<file path="src/rtl/conv_acc_requant.sv">
// Accumulates TAPS signed products plus a shifted bias, then rounds, shifts,
// optionally applies ReLU and saturates to an OUT_W-bit activation.
module conv_acc_requant #(
    parameter int PROD_W = 23,
    parameter int ACC_W  = 32,
    parameter int OUT_W  = 14,
    parameter int TAPS   = 9,
    parameter int SHIFT  = 8
) (
    input  logic                     ap_clk,
    input  logic                     ap_rst_n,
    input  logic                     clr,
    input  logic                     relu_en,
    input  logic signed [OUT_W-1:0]  bias_data,
    input  logic signed [PROD_W-1:0] prod_data,
    input  logic                     prod_valid,
    output logic                     prod_ready,
    output logic signed [OUT_W-1:0]  out_data,
    output logic                     out_valid,
    input  logic                     out_ready,
    output logic                     sat_flag
);

    localparam int CNT_W = (TAPS > 1) ? $clog2(TAPS) : 1;
    localparam logic [CNT_W-1:0] LAST_TAP = CNT_W'(TAPS - 1);
    localparam logic signed [ACC_W:0] HALF    = (ACC_W+1)'(longint'(1) << (SHIFT - 1));
    localparam logic signed [ACC_W:0] OUT_MAX = (ACC_W+1)'((longint'(1) << (OUT_W - 1)) - 1);
    localparam logic signed [ACC_W:0] OUT_MIN = (ACC_W+1)'(-(longint'(1) << (OUT_W - 1)));

    typedef enum logic [1:0] {S_ACC, S_RND, S_OUT} state_t;

    state_t                    state_q, state_d;
    logic [CNT_W-1:0]          tap_cnt_q, tap_cnt_d;
    logic signed [ACC_W-1:0]   acc_q, acc_d;
    logic signed [OUT_W-1:0]   out_data_q, out_data_d;
    logic                      out_valid_q, out_valid_d;
    logic                      sat_q, sat_d;

    logic signed [ACC_W-1:0]   bias_sh;
    logic signed [ACC_W-1:0]   prod_ext;
    logic signed [ACC_W:0]     rnd;
    logic                      clipped;

    // Rounding add is done one bit wider so acc near +max cannot wrap.
    function automatic logic signed [ACC_W:0] round_shift(input logic signed [ACC_W-1:0] a);
        logic signed [ACC_W:0] t;
        t = {a[ACC_W-1], a} + HALF;
        return t >>> SHIFT;
    endfunction

    function automatic logic signed [OUT_W-1:0] saturate(input logic signed [ACC_W:0] r);
        if (r > OUT_MAX) return OUT_MAX[OUT_W-1:0];
        if (r < OUT_MIN) return OUT_MIN[OUT_W-1:0];
        return r[OUT_W-1:0];
    endfunction

    assign bias_sh  = {{(ACC_W-OUT_W){bias_data[OUT_W-1]}}, bias_data} <<< SHIFT;
    assign prod_ext = {{(ACC_W-PROD_W){prod_data[PROD_W-1]}}, prod_data};

    always_comb begin
        state_d     = state_q;
        tap_cnt_d   = tap_cnt_q;
        acc_d       = acc_q;
        out_data_d  = out_data_q;
        out_valid_d = out_valid_q;
        sat_d       = sat_q;
        prod_ready  = 1'b0;
        rnd         = round_shift(acc_q);
        if (relu_en && rnd[ACC_W]) rnd = '0;
        clipped     = (rnd > OUT_MAX) || (rnd < OUT_MIN);

        if (clr) begin
            state_d     = S_ACC;
            tap_cnt_d   = '0;
            acc_d       = '0;
            out_data_d  = '0;
            out_valid_d = 1'b0;
            sat_d       = 1'b0;
        end else begin
            case (state_q)
                S_ACC: begin
                    prod_ready = 1'b1;
                    if (prod_valid) begin
                        acc_d = ((tap_cnt_q == '0) ? bias_sh : acc_q) + prod_ext;
                        if (tap_cnt_q == LAST_TAP) begin
                            tap_cnt_d = '0;
                            state_d   = S_RND;
                        end else begin
                            tap_cnt_d = tap_cnt_q + CNT_W'(1);
                        end
                    end
                end
                S_RND: begin
                    out_data_d  = saturate(rnd);
                    out_valid_d = 1'b1;
                    if (clipped) sat_d = 1'b1;
                    state_d     = S_OUT;
                end
                S_OUT: begin
                    if (out_ready) begin
                        out_valid_d = 1'b0;
                        state_d     = S_ACC;
                    end
                end
                default: state_d = S_ACC;
            endcase
        end
    end

    always_ff @(posedge ap_clk or negedge ap_rst_n) begin
        if (!ap_rst_n) begin
            state_q     <= S_ACC;
            tap_cnt_q   <= '0;
            acc_q       <= '0;
            out_data_q  <= '0;
            out_valid_q <= 1'b0;
            sat_q       <= 1'b0;
        end else begin
            state_q     <= state_d;
            tap_cnt_q   <= tap_cnt_d;
            acc_q       <= acc_d;
            out_data_q  <= out_data_d;
            out_valid_q <= out_valid_d;
            sat_q       <= sat_d;
        end
    end

    assign out_data  = out_data_q;
    assign out_valid = out_valid_q;
    assign sat_flag  = sat_q;

endmodule

</file>
<file path="config.mk">
export PLATFORM = sky130hd
export DESIGN_NAME = conv_acc_requant
export DESIGN_NICKNAME = d
export VERILOG_FILES = /design/src/rtl/conv_acc_requant.sv
export SDC_FILE = /design/constraint.sdc
export NUM_CORES = 1
export LEC_CHECK = 0
export BUFFER_PORTS_ARGS = -buffer_cell sky130_fd_sc_hd__buf_2
export CAP_MARGIN = 20
export CORE_UTILIZATION = 57
export DETAILED_ROUTE_END_ITERATION = 16
export PLACE_DENSITY_LB_ADDON = 0.2
export SLEW_MARGIN = 20
export SYNTH_ARGS = -nofsm -noshare
export SYNTH_HDL_FRONTEND = slang
export SYNTH_SLANG_ARGS = --single-unit
</file>
<file path="constraint.sdc">
create_clock -name ap_clk -period 6.46 [get_ports ap_clk]
set_clock_uncertainty 0.15 [all_clocks]
set_input_delay 1.292 -clock ap_clk [delete_from_list [all_inputs] [get_ports ap_clk]]
set_output_delay 1.292 -clock ap_clk [all_outputs]
set_load 0.03 [all_outputs]
</file>
# Word-level counts from Yosys, hierarchy flattened
# Cells that the tools add are included.
# totals
reg_bits,54
word_cells,65
inputBits,43
# op_classes
n_addsub,3
n_eq_ne,6
magnitude_cmp,2
muxes,35
n_reduce_logical,13
# op_table
op,count
$mux W32,4
$mux W14,6
$add A32 B9 Y33 const B,1
$gt A33 B14 Y1 const B,1
$lt A33 B14 Y1 const B,1
$mux W33,1
$add A32 B23 Y32,1
$mux W4,4
$mux W1,14
$ne A3 B3 Y1 const B,3
$mux W2,4
$reduce_bool A2 Y1,4
$pmux W2 S3,1
$reduce_and A2 Y1,3
$add A4 B1 Y4 const B,1
$eq A4 B4 Y1 const B,1
$logic_not A4 Y1,1
$reduce_and A3 Y1,1
$reduce_bool A3 Y1,1
$eq A2 B1 Y1 const B,1
$eq A2 B2 Y1 const B,1
$logic_not A2 Y1,1
$pmux W1 S2,1
$logic_and A1 B1 Y1,1
$logic_or A1 B1 Y1,1

# Depth between registers and ports, before layout
# logic_depth
depth_word,14
ltp_mapped,16
mapped_depth_nobuf,15

# Least setup slack after synthesis
# OpenSTA, ideal clock, no wires.
# synth_timing
kind,input port to flip-flop
from,in prod_data[0]
to,reg acc_q[30]
path_slack_ps,2577
path_stages,10
path_buffers,0
setup_time_ps,127
arrival_time_ps,3606
t_required_ps,6183
cell_sequence,ha_1 > fa_1 > a21o_1 > a221oi_1 > a21oi_1 > nand3_1 > a21oi_1 > o41ai_2 > mux2i_1 > nand3_1
# synth_via
elab_chain_len,4
# synth_lines
element,line,source
from (decl),15,"input logic signed [PROD_W-1:0] prod_data,"
$add A32 B23 Y32,84,acc_d = ((tap_cnt_q == '0) ? bias_sh : acc_q) + prod_ext;
$mux W32,83,if (prod_valid) begin
$mux W32,80,case (state_q)
$mux W32,72,if (clr) begin
to (signal assigned),114,acc_q <= '0;
to (signal assigned),121,acc_q <= acc_d;
to (decl),34,"logic signed [ACC_W-1:0] acc_q, acc_d;"
# Every way passes these cells. The select of a mux whose other input is x is not followed.
# A chain may end at the register's enable or synchronous reset.

# Worst setup path after layout
# layout_timing
from,reg tap_cnt_q[0]
to,reg acc_q[30]
# layout_via
elab_chain_len,6
# layout_lines
element,line,source
from (decl),33,"logic [CNT_W-1:0] tap_cnt_q, tap_cnt_d;"
from (signal assigned),120,tap_cnt_q <= tap_cnt_d;
$logic_not A4 Y1,84,
$mux W32,84,
$add A32 B23 Y32,84,
$mux W32,83,
$mux W32,80,
$mux W32,72,
# Every way passes these cells. The select of a mux whose other input is x is not followed.

==> metrics.yaml <==
status: "completed"
area.sequential_mm2: 0.00135
setup_violations: 0
hold_viol: 0
critical_path_class: "reg -> reg"
clk_latency_ns: 0.31
muxShareOfSynthArea_pct: 0.469
power_leakage_nw: 2.39
synth_xor_area_share_pct: 8.31
cts_buffers: 5
grt-ovfl-total: 0
worstHoldStart: "acc_q[6]"
ys.flop_type: "dfrtp_1"
synth_cells: 558
fin_crit_ns: 4.59
max-slew-margin-rel_pct: 43.3
max_freq_mhz: 218
worst_ir_drop_vdd_uv: 92.0
cpPeakStageDelay_ns: 0.54
core.rowCount: 32
portBuffers: 59
total_power_mw: 1.07
reg2reg_depth: 16
syn_area_mm2: 0.00453
vias: 4174
synth_nets: 636
via_per_inst: 5.90
initial_utilization_pct: 58.7
ys_warn_count: 0
cp-endpoint: "acc_q[30]"
ys_async_sr_fraction_pct: 100
cts_buffer_depth: 2
timing.final.ws_setup_ns: 1.87
antenna_found_initial: 0
ant_nets: 0
crit_path_end_kind: "flop"
synth_top_family_by_area: "simple AND/OR/NAND/NOR gates"
hold_buffers: 0
crit_fanout: 31
drv_cap: 0
ctsResizeCount: 0
grt_first_pass_wirelength_um: 19000
die_y_um: 91.2
post-route-period-util_pct: 71.0
dp_hpwl_um: 8360
yosysSeqAreaShare_pct: 29.8
rrSetupSlack_ns: 1.87
reg2reg_from: "tap_cnt_q[0]"
ys_types: 67
htree_levels: 2
fp.dieW_um: 91.2
startpoint: "tap_cnt_q[0]"
cp.required_ns: 6.50
syn_avg_cell_area_um2: 8.13
cts_tree: "yes"
wl_per_cell_um: 15.4
worst_pin_slew_ns: 0.848
fillers: 692
final_core_util_pct: 64.2
grt_usage_pct: 27.8
synth_edf_count: 0
multi_input_area_mm2: 0.00302
post_synth_and_or_nand_nor_area_fraction_pct: 24.3
core-area_mm2: 0.00773
pre_cts_slack_ns: 1.95
first_global_vias: 4026
grt_setup_unrepaired: "false"
pwr_density_cell_mw_per_mm2: 215
clkSinkCount: 54
drv_slew: 0
synth_compound_area_share_pct: 23.6
hold_depth: 2
routed_wl_um: 10900
die_area_mm2: 0.00832
drt_iter0_markers: 266
drive_gt1_share_pct: 14.0
cp_data_arrival_time_ns: 4.63
r2r-end: "acc_q[30]"
tns_ns: 0
start_kind: "flop"
path_clk_slew_ns: 0.10
diodes: 0
hold_ws_ns: 0.329
critPathSlowestCell: "o41ai_2"
cts_setup_buffers: 0
drc: 0
io_pins: 60
grt_max_degree: 55
finalWeightedCongestion: 0.915
ctsRootBufferMaster: "clkbuf_8"
path_cells: "inv_1 -> ha_1 -> nor2b_1 -> nand2b_1 -> buf_4 -> and2_1 -> ha_1 -> fa_1 -> a21o_1 -> a221oi_1 -> a21oi_1 -> nand3_1 -> a21oi_1 -> o41ai_2 -> mux2i_1 -> nand3_1"
final_nets: 684
ys_ff_latch: 54
syn2layout_area_growth_pct: 9.49
synth_fa_ha_area_share_pct: 9.82
first_pass_iters: 4
holdCritPathClass: "reg -> reg"
## worst min path at each step
stage                               to  slack (ns)
final                         acc_q[6]        0.33
after global routing      out_data[11]        0.36
after CTS                     acc_q[6]        0.34
after detailed placement      acc_q[6]        0.31
after global placement        acc_q[5]        0.31
after floorplan               acc_q[2]        0.29
## synthesized netlist by cell type, types with 3 or more instances
library cell	number	area [um2]
inv_1	15	56.3
o21bai_1	4	30.0
nor2_1	30	113
o21ai_0	53	265
ha_1	34	425
and2_1	12	75.1
nor3b_1	3	22.5
nand2_1	97	364
a21o_1	19	143
nand2b_1	4	25.0
xnor2_1	18	158
and3_1	6	37.5
or3_1	3	18.8
a22o_1	5	43.8
nand4_1	12	75.1
xor2_1	25	219
nor4_1	4	25.0
a21oi_1	37	185
nor3_1	10	50.1
nor2b_1	4	25.0
dfrtp_1	54	1350
a211oi_1	5	37.5
a221o_1	8	80.1
clkbuf_1	14	52.6
nand3_1	21	105
o31ai_1	6	45.0
a31oi_1	5	31.3
## kinds of logic after synthesis
kind of cell	after synthesis
simple gates	223
compound gates	163
flops	54
xor+xnor	43
buf+inv	38
fa+ha+maj	35
mux	2
## cell type report
class                   count  share of cell area, %
multi-input cells         466                   60.8
clock buffers               6                   1.46
well taps                 102                   2.57
inverters                  15                   1.13
repair buffers             64                   6.70
flip-flops and latches     54                   27.2
clock inverters             1                  0.151
## layout by cell type (no fill, tap or decap), types with 6 or more instances in the layout
cell type  Yosys  final
nand2_1       97     97
and3_1         6      6
a21o_1        19     19
o31ai_1        6      6
a221o_1        8      8
buf_2          1     59
nor3_1        10     10
dfrtp_1       54     54
nand3_1       21     21
nand4_1       12     12
ha_1          34     34
inv_1         15     15
nor2_1        30     29
o21ai_0       53     53
xor2_1        25     25
and2_1        12     12
a21oi_1       37     37
xnor2_1       18     18
## routing by layer
layer	share of wire (%)	up-vias	GRT usage, %
met3	4.6	20	3.69
met4	1.8	0	8.20
met5	0	-	0
li1	-	2112	-
met1	49	1925	40.2
met2	44	117	43.4
## state kept, by name, indices dropped and copies added (netlist names)
name       flops
out_valid      1
state_q        2
tap_cnt_q      4
acc_q         32
out_data      14
sat_flag       1
## power by group
group / internal [mW] / switching (mW) / total (mW)
Clock: 0.0747 / 0.110 / 0.185
Sequential: 0.370 / 0.0610 / 0.431
Combinational: 0.191 / 0.260 / 0.451
Total: 0.636 / 0.431 / 1.07
## critical path, delay by kind of cell (launching register included)
kind	cells	cell delay (ns)
fa+ha+maj	3	0.78
flops	1	0.44
mux	1	0.27
compound gates	5	1.68
buf+inv	2	0.33
simple gates	5	0.81
## through the flow
step	cells	instance area (um2)
after global placement	701	4880
after floorplan	558	4530
after CTS	708	4960
after detailed placement	701	4880
final	708	4960
after global routing	708	4960
No activity file was read; power rests on OpenSTA's default activity.
